## src/rtl/pipeline_control_pkg.sv

```systemverilog
// Shared types for the LC-3b pipeline stall/flush sequencer.
package pipeline_control_pkg;

    // Architectural register index (R0..R7).
    typedef logic [2:0] lc3b_reg;

    // MEM-stage D-mem access sequencing.
    typedef enum logic [1:0] {
        D_IDLE = 2'd0,
        D_IND2 = 2'd1,
        D_DONE = 2'd2
    } lc3b_dmem_state;

    // True when an ID-stage source that is actually read matches a destination.
    function automatic logic src_matches(input logic    use_src,
                                         input lc3b_reg src,
                                         input lc3b_reg dst);
        return use_src && (src == dst);
    endfunction

endpackage

```

## src/rtl/pipeline_control_dmem_sequencer.sv

```systemverilog
// MEM-stage D-mem access sequencer, including the two-phase LDI/STI.
//
//  state  | meaning
//  -------+-----------------------------------------------------------------
//  D_IDLE | ready; issues phase 1 (or the only phase) of a MEM access
//  D_IND2 | pointer captured; issues phase 2 of LDI/STI via pointer reg
//  D_DONE | access finished but fetch still stalled; hold off re-issuing
module dmem_sequencer
    import pipeline_control_pkg::*;
(
    input  logic clk,
    input  logic reset,
    input  logic acc,
    input  logic mem_rd,
    input  logic mem_wr,
    input  logic mem_indirect,
    input  logic dmem_resp,
    input  logic if_stall,
    output logic dmem_read,
    output logic dmem_write,
    output logic ind_phase2,
    output logic load_ptr,
    output logic load_mdr,
    output logic mem_done
);

    lc3b_dmem_state state_q;
    lc3b_dmem_state state_d;
    logic           final_resp;

    // Next-state and request/capture outputs; everything forced low while in reset.
    always_comb begin
        state_d    = state_q;
        dmem_read  = 1'b0;
        dmem_write = 1'b0;
        ind_phase2 = 1'b0;
        load_ptr   = 1'b0;
        load_mdr   = 1'b0;
        mem_done   = 1'b0;
        final_resp = 1'b0;
        if (reset) begin
            state_d = D_IDLE;
        end else begin
            case (state_q)
                D_IDLE: begin
                    if (acc) begin
                        // Indirect phase 1 is always a pointer read, even for STI.
                        dmem_read  = mem_rd | mem_indirect;
                        dmem_write = mem_wr & ~mem_indirect;
                        if (dmem_resp) begin
                            if (mem_indirect) begin
                                load_ptr = 1'b1;
                                state_d  = D_IND2;
                            end else begin
                                final_resp = 1'b1;
                            end
                        end
                    end
                end
                D_IND2: begin
                    ind_phase2 = 1'b1;
                    dmem_read  = mem_rd;
                    dmem_write = mem_wr;
                    if (dmem_resp) begin
                        final_resp = 1'b1;
                        state_d    = D_IDLE;
                    end
                end
                D_DONE: begin
                    mem_done = 1'b1;
                    // In D_DONE the MEM side is satisfied, so freeze reduces to if_stall.
                    if (!if_stall) begin
                        state_d = D_IDLE;
                    end
                end
                default: state_d = D_IDLE;
            endcase
            if (final_resp) begin
                load_mdr = mem_rd;
                mem_done = 1'b1;
                // Park in D_DONE so a still-stalled fetch cannot re-trigger the access.
                state_d  = if_stall ? D_DONE : D_IDLE;
            end
        end
    end

    // State register.
    always_ff @(posedge clk) begin
        if (reset) begin
            state_q <= D_IDLE;
        end else begin
            state_q <= state_d;
        end
    end

endmodule

```

## src/rtl/pipeline_control.sv

```systemverilog
// Central stall/flush sequencer for the 5-stage LC-3b pipeline.
module pipeline_control
    import pipeline_control_pkg::*;
#(
    parameter int unsigned CNT_W = 16
) (
    input  logic             clk,
    input  logic             reset,
    input  logic             imem_resp,
    input  logic             mem_valid,
    input  logic             mem_rd,
    input  logic             mem_wr,
    input  logic             mem_indirect,
    input  logic             mem_br_taken,
    input  logic             dmem_resp,
    input  logic             ex_valid,
    input  logic             ex_is_load,
    input  lc3b_reg          ex_dest,
    input  logic             id_valid,
    input  lc3b_reg          id_sr1,
    input  lc3b_reg          id_sr2,
    input  logic             id_use_sr1,
    input  logic             id_use_sr2,
    output logic             load_pc,
    output logic             pc_sel_br,
    output logic             load_if_id,
    output logic             load_id_ex,
    output logic             load_ex_mem,
    output logic             load_mem_wb,
    output logic             bubble_id_ex,
    output logic             squash,
    output logic             dmem_read,
    output logic             dmem_write,
    output logic             ind_phase2,
    output logic             load_ptr,
    output logic             load_mdr,
    output logic [CNT_W-1:0] stall_count
);

    logic             acc;
    logic             if_stall;
    logic             mem_done;
    logic             mem_stall;
    logic             freeze;
    logic             lu;
    logic             br;
    logic [CNT_W-1:0] stall_count_q;
    logic [CNT_W-1:0] stall_count_d;

    assign acc      = mem_valid & (mem_rd | mem_wr);
    assign if_stall = ~imem_resp;

    dmem_sequencer u_dmem_seq (
        .clk          (clk),
        .reset        (reset),
        .acc          (acc),
        .mem_rd       (mem_rd),
        .mem_wr       (mem_wr),
        .mem_indirect (mem_indirect),
        .dmem_resp    (dmem_resp),
        .if_stall     (if_stall),
        .dmem_read    (dmem_read),
        .dmem_write   (dmem_write),
        .ind_phase2   (ind_phase2),
        .load_ptr     (load_ptr),
        .load_mdr     (load_mdr),
        .mem_done     (mem_done)
    );

    // Hazard detection and stage enables; priority reset > freeze > squash > load-use.
    always_comb begin
        mem_stall    = acc & ~mem_done;
        freeze       = mem_stall | if_stall;
        lu           = ex_valid & ex_is_load & id_valid &
                       (src_matches(id_use_sr1, id_sr1, ex_dest) |
                        src_matches(id_use_sr2, id_sr2, ex_dest));
        // A taken branch only redirects once the pipe is moving, so it is never lost.
        br           = ~freeze & mem_valid & mem_br_taken;
        load_pc      = 1'b0;
        pc_sel_br    = 1'b0;
        load_if_id   = 1'b0;
        load_id_ex   = 1'b0;
        load_ex_mem  = 1'b0;
        load_mem_wb  = 1'b0;
        bubble_id_ex = 1'b0;
        squash       = 1'b0;
        if (!reset) begin
            load_mem_wb  = ~freeze;
            load_ex_mem  = ~freeze;
            load_id_ex   = ~freeze;
            squash       = br;
            pc_sel_br    = br;
            bubble_id_ex = ~freeze & lu & ~br;
            load_if_id   = ~freeze & (~lu | br);
            load_pc      = ~freeze & (~lu | br);
        end
    end

    // Saturating frozen-cycle counter.
    always_comb begin
        stall_count_d = stall_count_q;
        if (freeze && (stall_count_q != {CNT_W{1'b1}})) begin
            stall_count_d = stall_count_q + CNT_W'(1);
        end
    end

    // Counter register.
    always_ff @(posedge clk) begin
        if (reset) begin
            stall_count_q <= '0;
        end else begin
            stall_count_q <= stall_count_d;
        end
    end

    assign stall_count = reset ? '0 : stall_count_q;

endmodule

```

## config.mk

```make
export PLATFORM = sky130hd
export DESIGN_NAME = pipeline_control
export DESIGN_NICKNAME = d
export VERILOG_FILES = /design/src/rtl/pipeline_control_pkg.sv /design/src/rtl/pipeline_control_dmem_sequencer.sv /design/src/rtl/pipeline_control.sv
export SDC_FILE = /design/constraint.sdc
export NUM_CORES = 1
export LEC_CHECK = 0
export CORE_MARGIN = 1.5
export CORE_UTILIZATION = 43
export CTS_BUF_LIST = sky130_fd_sc_hd__clkbuf_16
export DETAILED_ROUTE_END_ITERATION = 12
export GPL_ROUTABILITY_DRIVEN = 0
export PLACE_DENSITY = 0.8
export SYNTH_ARGS = -nofsm -noshare
export SYNTH_HDL_FRONTEND = slang
export SYNTH_SLANG_ARGS = --single-unit
```

## constraint.sdc

```tcl
create_clock -name clk -period 1.99 [get_ports clk]
set_input_delay 0.199 -clock clk [delete_from_list [all_inputs] [get_ports clk]]
set_output_delay 0.199 -clock clk [all_outputs]
set_load 0.01 [all_outputs]
```

# Word level (Yosys, flattened, before mapping)
# Cells that the tools add are included.
# W data, S select, Z words.
op_classes:
  add_sub_neg: 1
  n_eq_ne: 10
  mux: 37
  bitwise_logic: 22
  n_reduce_logical: 5
ops:
  columns: ["operator", "count"]
  rows:
  - ["$mux W1", 25]
  - ["$add A16 B1 Y16 const B", 1]
  - ["$mux W16", 1]
  - ["$ne A16 B16 Y1 const B", 1]
  - ["$ne A3 B2 Y1 const B", 5]
  - ["$mux W2", 7]
  - ["$and A1 B1 Y1", 11]
  - ["$eq A3 B3 Y1", 2]
  - ["$not A1 Y1", 6]
  - ["$pmux W1 S2", 3]
  - ["$pmux W2 S3", 1]
  - ["$or A1 B1 Y1", 5]
  - ["$reduce_and A5 Y1", 1]
  - ["$logic_and A1 B1 Y1", 3]
  - ["$eq A2 B1 Y1 const B", 1]
  - ["$eq A2 B2 Y1 const B", 1]
  - ["$logic_not A2 Y1", 1]
word_totals:
  register_bits: 18
  in_bits: 23
  out_inout_bits: 29

# Logic depth before layout (Yosys ltp)
# Gate-level depths: netlist (run 1).
depth:
  ltp_word: 16
  ltp_mapped: 6

# By module
# Synthesis (run 1) repeated with hierarchy kept, for this count alone.
unflattened:
  hier_cells: 150
  area_unflattened_um2: 1201.2
by_module_without_submodules:
  columns: ["module", "instances", "cells_each", "area_each_um2", "seq_area_each_um2"]
  rows:
  - ["pipeline_control", 1, 127, 1043.5, 320.3]
  - ["dmem_sequencer", 1, 23, 157.7, 40.0]

# Least setup slack after synthesis (run 1)
# Ideal clock, no wire load.
synth_timing:
  path_type: "register -> output"
  from: "register u_dmem_seq.state_q[0]"
  to: "output load_pc"
  arrival_time_ns: 1.637
  slack_ns: 0.154
  path_stages_with_launch: 6
  n_path_buf: 1
  cell_sequence: "dfxtp_1 -> nor2b_1 -> o31a_2 -> a21oi_1 -> nor2b_1 -> buf_4"
synth_between:
  elab_chain_len: 14
synth_rtl:
  columns: ["item", "line_no", "text"]
  rows:
  - ["from (decl)", "pipeline_control_dmem_sequencer.sv:27", "lc3b_dmem_state state_q;"]
  - ["from (signal assigned)", "pipeline_control_dmem_sequencer.sv:92", "state_q <= state_d;"]
  - ["$eq A2 B1 Y1 / $logic_not A2 Y1 (equally long branches)", "pipeline_control_dmem_sequencer.sv:44", "case (state_q)"]
  - ["$pmux W1 S2", "pipeline_control_dmem_sequencer.sv:44", null]
  - ["$mux W1", "pipeline_control_dmem_sequencer.sv:41", "if (reset) begin"]
  - ["$mux W1 *", "pipeline_control_dmem_sequencer.sv:78", "if (final_resp) begin"]
  - ["$mux W1 *", "pipeline_control_dmem_sequencer.sv:41", null]
  - ["$not A1 Y1 *", "pipeline_control.sv:72", "mem_stall = acc & ~mem_done;"]
  - ["$and A1 B1 Y1 *", "pipeline_control.sv:72", null]
  - ["$or A1 B1 Y1 *", "pipeline_control.sv:73", "freeze = mem_stall | if_stall;"]
  - ["$not A1 Y1 *", null, null]
  - ["$and A1 B1 Y1 (2 in a row)", "pipeline_control.sv:78", "br = ~freeze & mem_valid & mem_br_taken;"]
  - ["$or A1 B1 Y1", null, null]
  - ["$and A1 B1 Y1 *", null, null]
  - ["$mux W1 *", null, null]
  - ["to (decl)", "pipeline_control.sv:24", "output logic load_pc,"]
# Every way passes the cells marked *; elsewhere a longest branch is shown, timed or not. The select of a mux whose other input is x is not followed.

# Final worst setup path (run 1)
layout_timing:
  from: "input mem_indirect"
  to: "output squash"
layout_between:
  elab_chain_len: 14
layout_rtl:
  columns: ["item", "line_no", "text"]
  rows:
  - ["from (decl)", "pipeline_control.sv:13", "input logic mem_indirect,"]
  - ["$mux W1", "pipeline_control_dmem_sequencer.sv:51", "if (mem_indirect) begin"]
  - ["$mux W1", "pipeline_control_dmem_sequencer.sv:50", "if (dmem_resp) begin"]
  - ["$mux W1", "pipeline_control_dmem_sequencer.sv:46", "if (acc) begin"]
  - ["$pmux W1 S2", "pipeline_control_dmem_sequencer.sv:44", null]
  - ["$mux W1", "pipeline_control_dmem_sequencer.sv:41", null]
  - ["$mux W1", "pipeline_control_dmem_sequencer.sv:78", null]
  - ["$mux W1", "pipeline_control_dmem_sequencer.sv:41", null]
  - ["$not A1 Y1", "pipeline_control.sv:72", null]
  - ["$and A1 B1 Y1", "pipeline_control.sv:72", null]
  - ["$or A1 B1 Y1", "pipeline_control.sv:73", null]
  - ["$not A1 Y1", "pipeline_control.sv:78", null]
  - ["$and A1 B1 Y1 (2 in a row)", "pipeline_control.sv:78", null]
  - ["$mux W1", "pipeline_control.sv:87", "if (!reset) begin"]
  - ["to (decl)", "pipeline_control.sv:31", "output logic squash,"]
# Every way passes these cells. The select of a mux whose other input is x is not followed.

==> results by group, run 1 <==
Run status
  – Status: complete, no violations

Global routing
  – First-pass GRT wire length: 5.99 mm
  – Largest net degree at the start of global routing: 23
  – Total gr overflow: 0
  – Total GRT Usage: 23.7%
  – Number of global-route vias before repair: 1380
  – Antenna violations before repair: 0

Routing
  – Initial drt markers: 69
  – WL/cell: 13.8 um
  – Post-DR vias/cell: 5.53
  – Vias: 1343
  – Routed Antenna Nets: 0
  – DR pass1 iterations: 4
  – Final routed DRC violation total: 0
  – WL final: 3.36 mm

Critical path
  – CP startpoint kind: input port
  – Peak per-stage delay on the critical path: 410 ps
  – Critical path required time: 1790 ps
  – Worst-path cell chain: clkdlybuf4s50_1 -> nor2b_1 -> o31a_2 -> a21oi_2 -> buf_4 -> and3_4 -> clkdlybuf4s15_2
  – Critical path's slowest cell: clkdlybuf4s50_1
  – CP Class: input port to output pin
  – Crit end category: output pin
  – Crit path max-delay family: buffers and inverters
  – CP arrival: 1730 ps
  – CP bufs+invs: 3
  – CP Max Fanout: 6

Floorplanning
  – # IOs: 52
  – Core Region: 2780 um2
  – Die area: 3290 um2
  – Chip width: 57.3 um
  – Die Y-Extent: 57.3 um
  – Row count: 19
  – Initial Utilization: 45.6%

Placement
  – Dpl ws: -299 ps
  – Detailed placer's ending HPWL: 2.69 mm
  – Placed cell areas: 1890 um2
  – IO Port Bufs: 51

Final layout
  – Fin area: 2010 um2
  – Fillers: 220
  – Share of cells above drive strength 1: 20.8%
  – Diode count: 0
  – Final #Nets: 238
  – Layout area overhead: 58.6%

Clock tree
  – Worst-case clock buffer depth: 2
  – CTS root buffer: clkbuf_16
  – CTS HTree Levels: 1
  – Hold_buf cts: 0
  – Worst-path clk slew: 50 ps
  – CTS tree: yes
  – Skew-Pair Late Insertion Delay: 250 ps
  – Sink Count: 18
  – CTS buffer count: 3

STA
  – Final setup viols: 0
  – Period utilization: 96.9%
  – Worst-margin pin slew: 366 ps
  – Setup ws final: 61.7 ps
  – Worst hold margin: 301 ps
  – Tmin final: 1930 ps
  – RSZ-0062 raised after global routing: yes
  – Pins Over Slew Limit: 0
  – Rel. slew slack: 75.2%
  – Final Hold Viols: 0
  – FMAX: 519 MHz
  – Clock Skew: 2.46 ps

Logic synthesis
  – Async set-reset flop share out of synthesis: 0%
  – Netlist cell types: 44
  – Flops & latches, synth: 18
  – Post-synth net total: 173
  – Number of synthesized flops with an enable pin: 0
  – Post-synthesis cell area: 1270 um2
  – Top-count cell post-synth: nor2_1
  – Syn Area/Cell: 8.51 um2
  – Area share of the largest cell type after synthesis: 28.4%
  – Synth Flop Type: dfxtp_1
  – Biggest area consumer among synthesized cells: dfxtp_1
  – Mapped Cells: 149
  – Top area cells in the synthesized netlist: dfxtp_1 (28%), nor2b_1 (7.9%), mux2_1 (7.1%)
  – Post-synth top cells: nor2_1 (19), dfxtp_1 (18), nor2b_1 (16)
  – Synth warn: 0
  – Seq/Total Area, Yosys: 28.4%

Power and ir drop
  – Total Power: 968 uW
  – PwrDens: 481 nW/um2
  – Peak VDD IR: 0.643 mV
  – Pleak: 0.882 nW

Flow run
  – Max cap viols: 0

Min path
  – Hold crit path type: input port to flop
-- worst paths after layout --
| path | startpoint | end | slack [ps] | cells after the start |
|---|---|---|---|---|
| worst max-delay path | mem_indirect | squash | 60 | 7 |
| worst min-delay path | dmem_resp | u_dmem_seq.state_q[0] | 300 | 3 |
| worst max register to register | u_dmem_seq.state_q[1] | stall_count_q[13] | 190 | 5 |
| worst min register to register | stall_count_q[15] | stall_count_q[15] | 510 | 2 |
-- logic make-up after synthesis --
| group | Yosys count | share of synthesized area [%] |
|---|---|---|
| XOR/XNOR | 6 | 4.14 |
| flip-flops | 18 | 28.4 |
| multiplexers | 11 | 9.76 |
| AND/OR/NAND/NOR | 76 | 36.1 |
| buffers and inverters | 12 | 4.73 |
| AO/OA/AOI/OAI | 25 | 15.9 |
| adder cells (fa/ha/maj) | 1 | 0.986 |
-- layer usage --
metal / vias up / track usage (%) / part of all wire [%]
met5: - / 0 / 0
met4: 0 / 11.3 / 1.9
met3: 6 / 5.22 / 5.4
met2: 47 / 41.9 / 53
met1: 625 / 26.9 / 39
li1: 665 / - / -
-- registers in the layout (all words and copies together), names as in the netlist --
| signal | flops |
|---|---|
| u_dmem_seq.state_q | 2 |
| stall_count_q | 16 |
-- stage by stage --
stage                     util (%)  setup TNS, ps  cells
after floorplan                  -              0    149
after global placement        67.9          -2210    239
after detailed placement      67.9          -2870    239
after CTS                     70.6              0    242
after global routing          72.3          -1.88    243
final                         72.3              0    243
-- report_power, final --
group / total [mW] / switching, mW / internal [mW]
Combinational: 0.190 / 0.0807 / 0.109
Clock: 0.402 / 0.137 / 0.265
Sequential: 0.376 / 0.00768 / 0.368
-- worst min-delay path: stages --
cell	delay (ps)
dlymetal6s2s_1	140
nand3_1	90
a21boi_0	80
-- cells in the final DEF, fill, tap and decap left out, types with 2 or more instances in the layout --
master,count
clkdlybuf4s50_1,35
nor2_1,18
dfxtp_1,18
buf_4,16
nor2b_1,15
nand2_1,8
mux2_1,8
nand3_1,6
xnor2_1,6
dlymetal6s2s_1,6
inv_1,5
dlygate4sd2_1,5
a21oi_1,4
and2_1,3
o41ai_1,3
or4_1,3
mux2_2,3
nor4b_1,3
clkbuf_16,3
clkdlybuf4s15_2,3
and3_1,2
nand2b_1,2
nand4_1,2
nand4_4,2
o211ai_2,2
a311oi_1,2
o21ai_0,2
-- final cells by class --
| type | instances | area [um2] | share of cell area, % |
|---|---|---|---|
| clock buffers | 3 | 75.1 | 3.73 |
| inverters | 5 | 18.8 | 0.933 |
| multi-input cells | 119 | 881 | 43.8 |
| flip-flops and latches | 18 | 360 | 17.9 |
| well taps | 31 | 38.8 | 1.93 |
| repair buffers | 67 | 638 | 31.7 |
-- what timing repair did --
item / in CTS / in global routing
hold endpoints to repair: 0 / 0
setup buffers: 0 / 1
pin swaps: 0 / 2
setup endpoints to repair: 12 / 9
gates resized for setup: 20 / 15
Note: power is estimated with default switching activity, not from simulation.
==> run 2, diff against run 1 <==
--- a/config.mk
+++ b/config.mk
@@ -10,7 +10,9 @@
 export CTS_BUF_LIST = sky130_fd_sc_hd__clkbuf_16
 export DETAILED_ROUTE_END_ITERATION = 12
 export GPL_ROUTABILITY_DRIVEN = 0
+export MAX_ROUTING_LAYER = met4
 export PLACE_DENSITY = 0.8
+export SKIP_CTS_REPAIR_TIMING = 1
 export SYNTH_ARGS = -nofsm -noshare
 export SYNTH_HDL_FRONTEND = slang
 export SYNTH_SLANG_ARGS = --single-unit
==> run 2 against run 1 <==
Compared with the run above:
- clock skew hardly changed
- critical endpoint is now dmem_read
- critical path type unchanged
- worst hold slack worse by 0.84 ps
- via count is 0.60% higher
- sequential share of layout area stayed put
- sequential cell count stayed put
- setup slack worse by 15 ps
- power is 0.47% higher
- wire length is 0.65% higher
- design area stayed put
==> results by group, run 2 (synthesis gave the netlist of run 1 again) <==
Run status
  – Status: complete, no violations

Critical path
  – Crit end category: output pin
  – Worst-path cell chain: clkdlybuf4s50_1 -> o21a_1 -> buf_4 -> o221a_2 -> clkdlybuf4s50_1
  – Critical path's slowest cell: clkdlybuf4s50_1
  – CP Max Fanout: 3
  – Worst path depth: 5
  – Critical path required time: 1790 ps
  – CP bufs+invs: 3
  – Start point of the critical path: mem_rd
  – Critical path destination: dmem_read
  – Top cell by count, worst path: clkdlybuf4s50_1
  – CP arrival: 1740 ps
  – R2R setup slack: 200 ps
  – FF-to-FF path depth: 6
  – Peak per-stage delay on the critical path: 470 ps
  – Reg-to-Reg End: stall_count_q[13]
  – CP Class: input port to output pin
  – Reg2reg start: u_dmem_seq.state_q[0]
  – Crit path max-delay family: buffers and inverters
  – CP startpoint kind: input port

Min path
  – Hold Path Stages: 3
  – Hold crit path type: input port to flop

Placement
  – Dpl ws: -299 ps
  – Detailed placer's ending HPWL: 2.69 mm
  – IO Port Bufs: 51

Final layout
  – Final #Nets: 240
  – Register area: 360 um2
  – Diode count: 0
  – Area occupied by multi-input gates: 866 um2
  – Commonest non-fill, non-tap cell in the layout: clkdlybuf4s50_1
  – Largest regs: stall_count_q x16, u_dmem_seq.state_q x2
  – Largest Register: stall_count_q
  – Share of cells above drive strength 1: 20.6%
  – Post-layout util: 72.3%
  – Max reg flops: 16
  – Commonest cells after routing, fill and taps aside: clkdlybuf4s50_1 (39), nor2_1 (18), buf_4 (18), dfxtp_1 (18), nor2b_1 (15)
  – Fillers: 216
  – Layout area overhead: 58.6%

Clock tree
  – CTS tree: yes
  – Sink Count: 18
  – CTS HTree Levels: 1
  – CTS buffer count: 3
  – Worst-path clk slew: 50 ps
  – CTS root buffer: clkbuf_16
  – Worst-case clock buffer depth: 2
  – Skew-Pair Late Insertion Delay: 250 ps

Routing
  – Routed Antenna Nets: 0
  – DR pass1 iterations: 4
  – Final routed DRC violation total: 0
  – Initial drt markers: 57
  – Vias: 1351
  – WL/cell: 13.8 um
  – Post-DR vias/cell: 5.51
  – WL final: 3.39 mm

STA
  – Rel. slew slack: 75.2%
  – Final setup viols: 0
  – Period utilization: 97.7%
  – Final Hold Viols: 0
  – FMAX: 515 MHz
  – Clock Skew: 2.64 ps
  – RSZ-0062 raised after global routing: yes
  – Tmin final: 1940 ps
  – Worst-margin pin slew: 366 ps
  – Setup TNS: 0 ps
  – Setup ws final: 46.5 ps
  – Pins Over Slew Limit: 0

Global routing
  – Total GRT Usage: 24.2%
  – Largest net degree at the start of global routing: 23
  – Total gr overflow: 0
  – Number of global-route vias before repair: 1374
  – Antenna violations before repair: 0
  – First-pass GRT wire length: 5.96 mm

Floorplanning
  – Row count: 19
  – Die Y-Extent: 57.3 um
  – Core Region: 2780 um2
  – Initial Utilization: 45.6%
  – # IOs: 52
  – Die area: 3290 um2
  – Chip width: 57.3 um

Power and ir drop
  – Total Power: 972 uW
  – Peak VDD IR: 0.652 mV
  – PwrDens: 483 nW/um2
  – Pleak: 0.924 nW

Flow run
  – Max cap viols: 0
[run 2: cell types whose count changed in the layout (fill, tap and decap cells not counted), sizes merged]
| cell | before | now |
|---|---|---|
| clkdlybuf4s15 | 4 | 0 |
| clkbuf | 3 | 5 |
| dlygate4sd2 | 5 | 0 |
| clkdlybuf4s50 | 35 | 39 |
| dlymetal6s2s | 6 | 9 |
| buf | 17 | 19 |
[run 2: through the flow]
stage	instance area [um2]	hold slack [ps]	std cells
final	2010	300	245
after global placement	1890	478	239
after floorplan	1270	289	149
after detailed placement	1890	497	239
after global routing	2010	341	245
after CTS	1960	510	242
[run 2: layer usage]
layer	global-route usage [%]	part of all wire [%]	wire, um
met2	41.5	54	1820
met1	27.2	40	1340
met3	4.54	4.5	151
met4	11.3	1.9	65
met5	-	0	0
[run 2: how the worst min path moves through the flow]
stage / startpoint / endpoint / slack, ps
2_1_floorplan: imem_resp / u_dmem_seq.state_q[1] / 290
3_3_place_gp: stall_count_q[14] / stall_count_q[14] / 480
3_5_place_dp: stall_count_q[15] / stall_count_q[15] / 500
4_1_cts: stall_count_q[15] / stall_count_q[15] / 510
5_1_grt: dmem_resp / u_dmem_seq.state_q[0] / 340
6_report: dmem_resp / u_dmem_seq.state_q[0] / 300
[run 2: cell type report]
| cell class | count | share of cell area, % |
|---|---|---|
| flip-flops and latches | 18 | 17.9 |
| repair buffers | 69 | 32.5 |
| multi-input cells | 119 | 43.0 |
| inverters | 5 | 0.933 |
| clock buffers | 3 | 3.73 |
| well taps | 31 | 1.93 |
[run 2: worst min-delay path, delay by kind of cell]
family                 cells  cell delay, ps
buffers and inverters      1             140
AND/OR/NAND/NOR            1              90
AO/OA/AOI/OAI              1              70
[run 2: power by group]
group	total [mW]	leakage (nW)	switching (mW)	internal, mW
Sequential	0.376	0.146	0.00765	0.368
Combinational	0.194	0.742	0.0809	0.114
Clock	0.402	0.0370	0.137	0.265
Total	0.972	0.924	0.226	0.747
